<file path="src/rtl/counter_wrap_tracker.sv">
// rtl/counter_wrap_tracker.sv - wrap/step monitor for an enable/reset counter
// Optional match pulse: define COUNTER_WRAP_TRACKER_MATCH_EN.
module counter_wrap_tracker #(
    parameter int DATA_W = 4,
    parameter int WRAP_W = 8
) (
    input  logic                     clk,
    input  logic                     reset,
    input  logic                     enable,
    input  logic                     src_reset,
    input  logic [DATA_W-1:0]        data,
    input  logic                     clear,
    input  logic [DATA_W-1:0]        match_val,
    output logic                     wrap_pulse,
    output logic [WRAP_W-1:0]        wrap_count,
    output logic                     wrap_ovf,
    output logic                     step_err,
    output logic [WRAP_W+DATA_W-1:0] ext_count,
    output logic                     match_pulse
);

    typedef enum logic [1:0] {EMPTY, TRACK, HALT} state_t;

    state_t              state;
    state_t              state_next;
    logic [DATA_W-1:0]   prev_data;
    logic                prev_en;
    logic                prev_srst;
    logic [DATA_W-1:0]   exp_data;
    logic                step_ok;
    logic                wrap_event;
    logic                err_event;
    logic                match_event;
    logic                wrap_sat;
    logic [WRAP_W-1:0]   wrap_count_next;

    // What the counter should show now, given what it saw last edge
    always_comb begin
        exp_data = prev_data;
        if (prev_srst) begin
            exp_data = '0;
        end else if (prev_en) begin
            exp_data = prev_data + DATA_W'(1);
        end
    end

    assign step_ok  = (data == exp_data);
    assign wrap_sat = &wrap_count;

    always_ff @(posedge clk or negedge reset) begin
        if (!reset) begin
            state <= EMPTY;
        end else begin
            state <= state_next;
        end
    end

    always_comb begin
        state_next = state;
        if (clear) begin
            state_next = EMPTY;
        end else begin
            case (state)
                EMPTY:   state_next = TRACK;
                TRACK:   state_next = step_ok ? TRACK : HALT;
                HALT:    state_next = HALT;
                default: state_next = EMPTY;
            endcase
        end
    end

    // A wrap needs a legal, enabled 15->0 step; src_reset returns never count
    always_comb begin
        wrap_event  = 1'b0;
        err_event   = 1'b0;
        match_event = 1'b0;
        if (state == TRACK && !clear) begin
            err_event  = !step_ok;
            wrap_event = step_ok && prev_en && !prev_srst &&
                         (prev_data == {DATA_W{1'b1}}) && (data == '0);
`ifdef COUNTER_WRAP_TRACKER_MATCH_EN
            match_event = (data == match_val) && (data != prev_data);
`endif
        end
    end

`ifndef COUNTER_WRAP_TRACKER_MATCH_EN
    logic unused_match;
    assign unused_match = ^match_val;
`endif

    assign wrap_count_next = (wrap_event && !wrap_sat) ? wrap_count + WRAP_W'(1) : wrap_count;

    always_ff @(posedge clk or negedge reset) begin
        if (!reset) begin
            prev_data   <= '0;
            prev_en     <= 1'b0;
            prev_srst   <= 1'b0;
            wrap_pulse  <= 1'b0;
            wrap_count  <= '0;
            wrap_ovf    <= 1'b0;
            step_err    <= 1'b0;
            ext_count   <= '0;
            match_pulse <= 1'b0;
        end else begin
            prev_data <= data;
            prev_en   <= enable;
            prev_srst <= src_reset;
            if (clear) begin
                wrap_pulse  <= 1'b0;
                wrap_count  <= '0;
                wrap_ovf    <= 1'b0;
                step_err    <= 1'b0;
                ext_count   <= {{WRAP_W{1'b0}}, data};
                match_pulse <= 1'b0;
            end else begin
                wrap_pulse  <= wrap_event;
                match_pulse <= match_event;
                wrap_count  <= wrap_count_next;
                if (err_event) begin
                    step_err <= 1'b1;
                end
                if (wrap_event && wrap_sat) begin
                    wrap_ovf <= 1'b1;
                end
                if (state != HALT) begin
                    ext_count <= {wrap_count_next, data};
                end
            end
        end
    end

endmodule

</file>
<file path="config.mk">
export PLATFORM = sky130hd
export DESIGN_NAME = counter_wrap_tracker
export DESIGN_NICKNAME = d
export VERILOG_FILES = /design/src/rtl/counter_wrap_tracker.sv
export SDC_FILE = /design/constraint.sdc
export NUM_CORES = 1
export LEC_CHECK = 0
export ABC_CLOCK_PERIOD_IN_PS = 6810
export BUFFER_PORTS_ARGS = -buffer_cell sky130_fd_sc_hd__clkbuf_2
export CORE_MARGIN = 2
export CORE_UTILIZATION = 59
export CTS_BUF_LIST = sky130_fd_sc_hd__clkbuf_8
export DETAILED_ROUTE_END_ITERATION = 10
export PLACE_DENSITY_LB_ADDON = 0.15
export SETUP_SLACK_MARGIN = 0.05
export SLEW_MARGIN = 15
export SYNTH_ARGS = -nofsm -noshare
export SYNTH_HDL_FRONTEND = slang
export SYNTH_SLANG_ARGS = --single-unit
</file>
<file path="constraint.sdc">
create_clock -name clk -period 6.81 [get_ports clk]
set_input_delay 1.0215 -clock clk [delete_from_list [all_inputs] [get_ports clk]]
set_output_delay 1.0215 -clock clk [all_outputs]
set_load 0.005 [all_outputs]
</file>
==> summary.txt <==
CTS
  • Clock root buffer: clkbuf_8
  • Max Root-Sink Buffers: 2
  • CTS buffer count: 5
  • Hold buffers post-CTS: 0
  • H-Tree Depth: 2
  • Clk sinks: 31
  • # resized after CTS: 0
  • CTS tree: built
  • Reg clk slew, reported paths: about 0.060 ns
  • Clk_lat worst skew: 0.28 ns
  • Setup Buffers After CTS: 0

Route
  • Antenna-violating nets left: 0
  • DRT Pass-1 Iters: 4
  • Via density: 6.03
  • Initial drt markers: 24
  • DR WL/cell: 16.0 microns
  • Final wirelength: ~3.3 mm
  • Detailed-route via count: 1,230
  • DRC errors left: 0

Floorplan
  • I/O pin total: 37
  • Rows: 18
  • Horiz. Die Dim: between 50 and 60 microns
  • Die outline area: approximately 0.0030 sq mm
  • Die height: approximately 55 microns
  • Core Region: between 0.002 and 0.0025 sq mm
  • Initial Utilization: between 60% and 70%

STA
  • Final-report max-slew violation count: 0
  • Max Fclk: 366 MHz
  • Final setup fails: 0
  • RSZ-0062 raised after global routing: no
  • Final WS setup: around 4.1 ns
  • Final worst-path cycle share: roughly two fifths
  • Final Hold Violating Endpoints: 0
  • Post-Route Setup TNS: 0 ns
  • Worst slew pin tran: between 0.7 and 0.8 ns
  • Crit path time final: around 2.7 ns
  • Hold Slack: between 0.4 and 0.5 ns
  • Final Skew: ~0.0059 ns
  • Rel. slew slack: between 40% and 50%

Critical path
  • Critical path's slowest cell: nor4_4
  • Worst Path Max Fanout: 8
  • Setup CP Type: in -> reg
  • Top Family by Delay on Critical Path: simple AND/OR/NAND/NOR gates
  • WP data required: between 6 and 7 ns
  • Worst Setup End Kind: flop
  • Worst setup SP type: primary input
  • Largest stage delay on the critical path: between 0.4 and 0.5 ns
  • Worst EP arrival: 2.87 ns
  • Worst path cell trace: clkbuf_2, nor4bb_1, and4_1, nand2_1, nor4_4, mux2i_1, a211oi_2
  • Buf/Inv on CP: 1

Logic synthesis
  • Post-Synthesis Cells: 140
  • Seq/Total Area, Yosys: between 50 and 60%
  • Mean Syn Cell Area: 10.8 sq um
  • Syn nets: between 150 and 200
  • Leading area contributor after synthesis: dfrtp_1
  • Synth top area cells: dfrtp_1, nor2_1, xnor2_1
  • Area fraction of the dominant cell type after synthesis: roughly 50%
  • Mapped Area: 0.00152 sq mm
  • Number of synthesized flops with an enable pin: 0
  • Synth cell types: 43
  • Yosys synthesis warning count: 0
  • Ys flop type: dfrtp_1
  • Ys async rst share: 100%
  • Flops & latches, synth: 31

Pwr
  • LEAKAGE: roughly 0.86 nW
  • Pwr dens: 224 mW/mm^2
  • Worst IR Drop VDD: roughly 0.2 mV

Global routing
  • Vias in the first global route: about 1.2k
  • M1 GR Usage: approximately 34%
  • First-pass GRT wire length: ~5.4 mm
  • Grt met3 use: 8.20%
  • Top Usage Layer GRT: met2
  • Initial antenna violation count: 0
  • Largest net degree at the start of global routing: 32
  • Grt total ovfl: 0
  • Gr usage total: a little over a quarter
  • Met2 usage: about two fifths

Placement
  • Dpl ws: about 3.8 ns
  • RD Place Congestion: between 0.8 and 0.9
  • I/O Buffers: 31
  • DP HPWL: between 2 and 2.5 mm

Finish
  • Final #Nets: 188
  • Area delta synth->final: 17.7%
  • Layout cells sized above 1: 28.7%
  • Diode count: 0
  • Filler cells: roughly 180

Outcome
  • Status: completed

Run
  • Maxcap violations: 0

Hold path
  • Min-Delay Path Class: reg -> reg
-- final cells by class --
type | count | area (sq um) | share of cell area, %
clock inverters | 1 | 3.75 | 0.210
inverters | 2 | 7.51 | 0.420
flip-flops and latches | 31 | 776 | 43.4
repair buffers | 31 | 155 | 8.69
clock buffers | 7 | 96.3 | 5.40
well taps | 30 | 37.5 | 2.10
multi-input cells | 102 | 709 | 39.7
-- metal layers --
metal / up-vias / share of wire (%)
met4: 0 / 2.3
met5: - / 0
met3: 9 / 5.2
li1: 581 / -
met1: 601 / 45
met2: 39 / 48
-- worst reg2reg max path, cell delays in order, from the launching register on --
cell      delay (ns)
dfrtp_1         0.42
ha_1            0.31
mux2i_1         0.23
or3_1           0.20
nand4_4         0.14
nor4_4          0.59
mux2i_1         0.34
a211oi_2        0.10
-- through the flow --
step / std cells / util (%) / total power, mW / area [sq um]
3_3_place_gp: 196 / 68.7 / 0.246 / 1690
4_1_cts: 204 / 72.7 / 0.403 / 1790
5_1_grt: 204 / 72.7 / 0.417 / 1790
6_report: 204 / 72.7 / 0.400 / 1790
2_1_floorplan: 140 / - / 0.230 / 1520
3_5_place_dp: 196 / 68.7 / 0.248 / 1690
-- power by group --
part	total, mW	switching (mW)	internal, mW
combinational	0.0457	0.0284	0.0173
clock	0.155	0.0647	0.0906
sequential	0.199	0.00660	0.192
total	0.400	0.0997	0.300
-- flip-flops by register name (all words and copies together), names as in the netlist --
signal and cells:
ext_count 12, wrap_count 8, prev_data 4, state 2, prev_en 1, prev_srst 1
step_err 1, wrap_ovf 1, wrap_pulse 1
-- worst paths after layout --
path,startpoint,endpoint,slack (ns),cells after the start
setup / recovery,data[1],ext_count[5],4.08,7
hold / removal,ext_count[10],ext_count[10],0.50,2
setup reg to reg,prev_data[0],ext_count[5],4.35,7
hold reg to reg,ext_count[10],ext_count[10],0.50,2
max in group asynchronous,reset,ext_count[7],5.52,1
min in group asynchronous,reset,ext_count[9],0.80,1
-- layout by cell type (no fill, tap or decap), types with 3 or more instances in the layout --
cell | Yosys | final
a21oi_1 | 6 | 6
nand2_1 | 6 | 6
or3_1 | 4 | 4
nor4_1 | 5 | 5
nor2_1 | 18 | 18
mux2i_1 | 5 | 5
xnor2_1 | 6 | 6
dfrtp_1 | 31 | 31
inv_1 | 2 | 3
mux2_2 | 4 | 4
a211oi_1 | 3 | 3
clkbuf_8 | 0 | 7
clkbuf_2 | 0 | 31
and3_1 | 5 | 5
nor2b_1 | 3 | 3
nand3_1 | 6 | 6
-- cells in the mapped netlist (3+ instances only) --
cell type,n
mux2_2,4
or3_1,4
a211oi_1,3
dfrtp_1,31
nor4_1,5
nand2_1,6
nor2b_1,3
and3_1,5
clkbuf_1,3
a21oi_1,6
nand3_1,6
nor2_1,18
mux2i_1,5
xnor2_1,6
-- cell families (layout without fill, tap and decap cells) --
logic type | after synthesis | count (layout) | synth area share [%]
flip-flops | 31 | 31 | 51.2
other | 1 | 1 | 0.247
adder cells (fa/ha/maj) | 2 | 2 | 1.65
XOR/XNOR | 7 | 7 | 4.04
AND/OR/NAND/NOR | 63 | 63 | 25.0
AO/OA/AOI/OAI | 20 | 20 | 9.57
multiplexers | 9 | 9 | 6.27
buffers and inverters | 7 | 41 | 2.06
(Power assumes the default switching activity.)
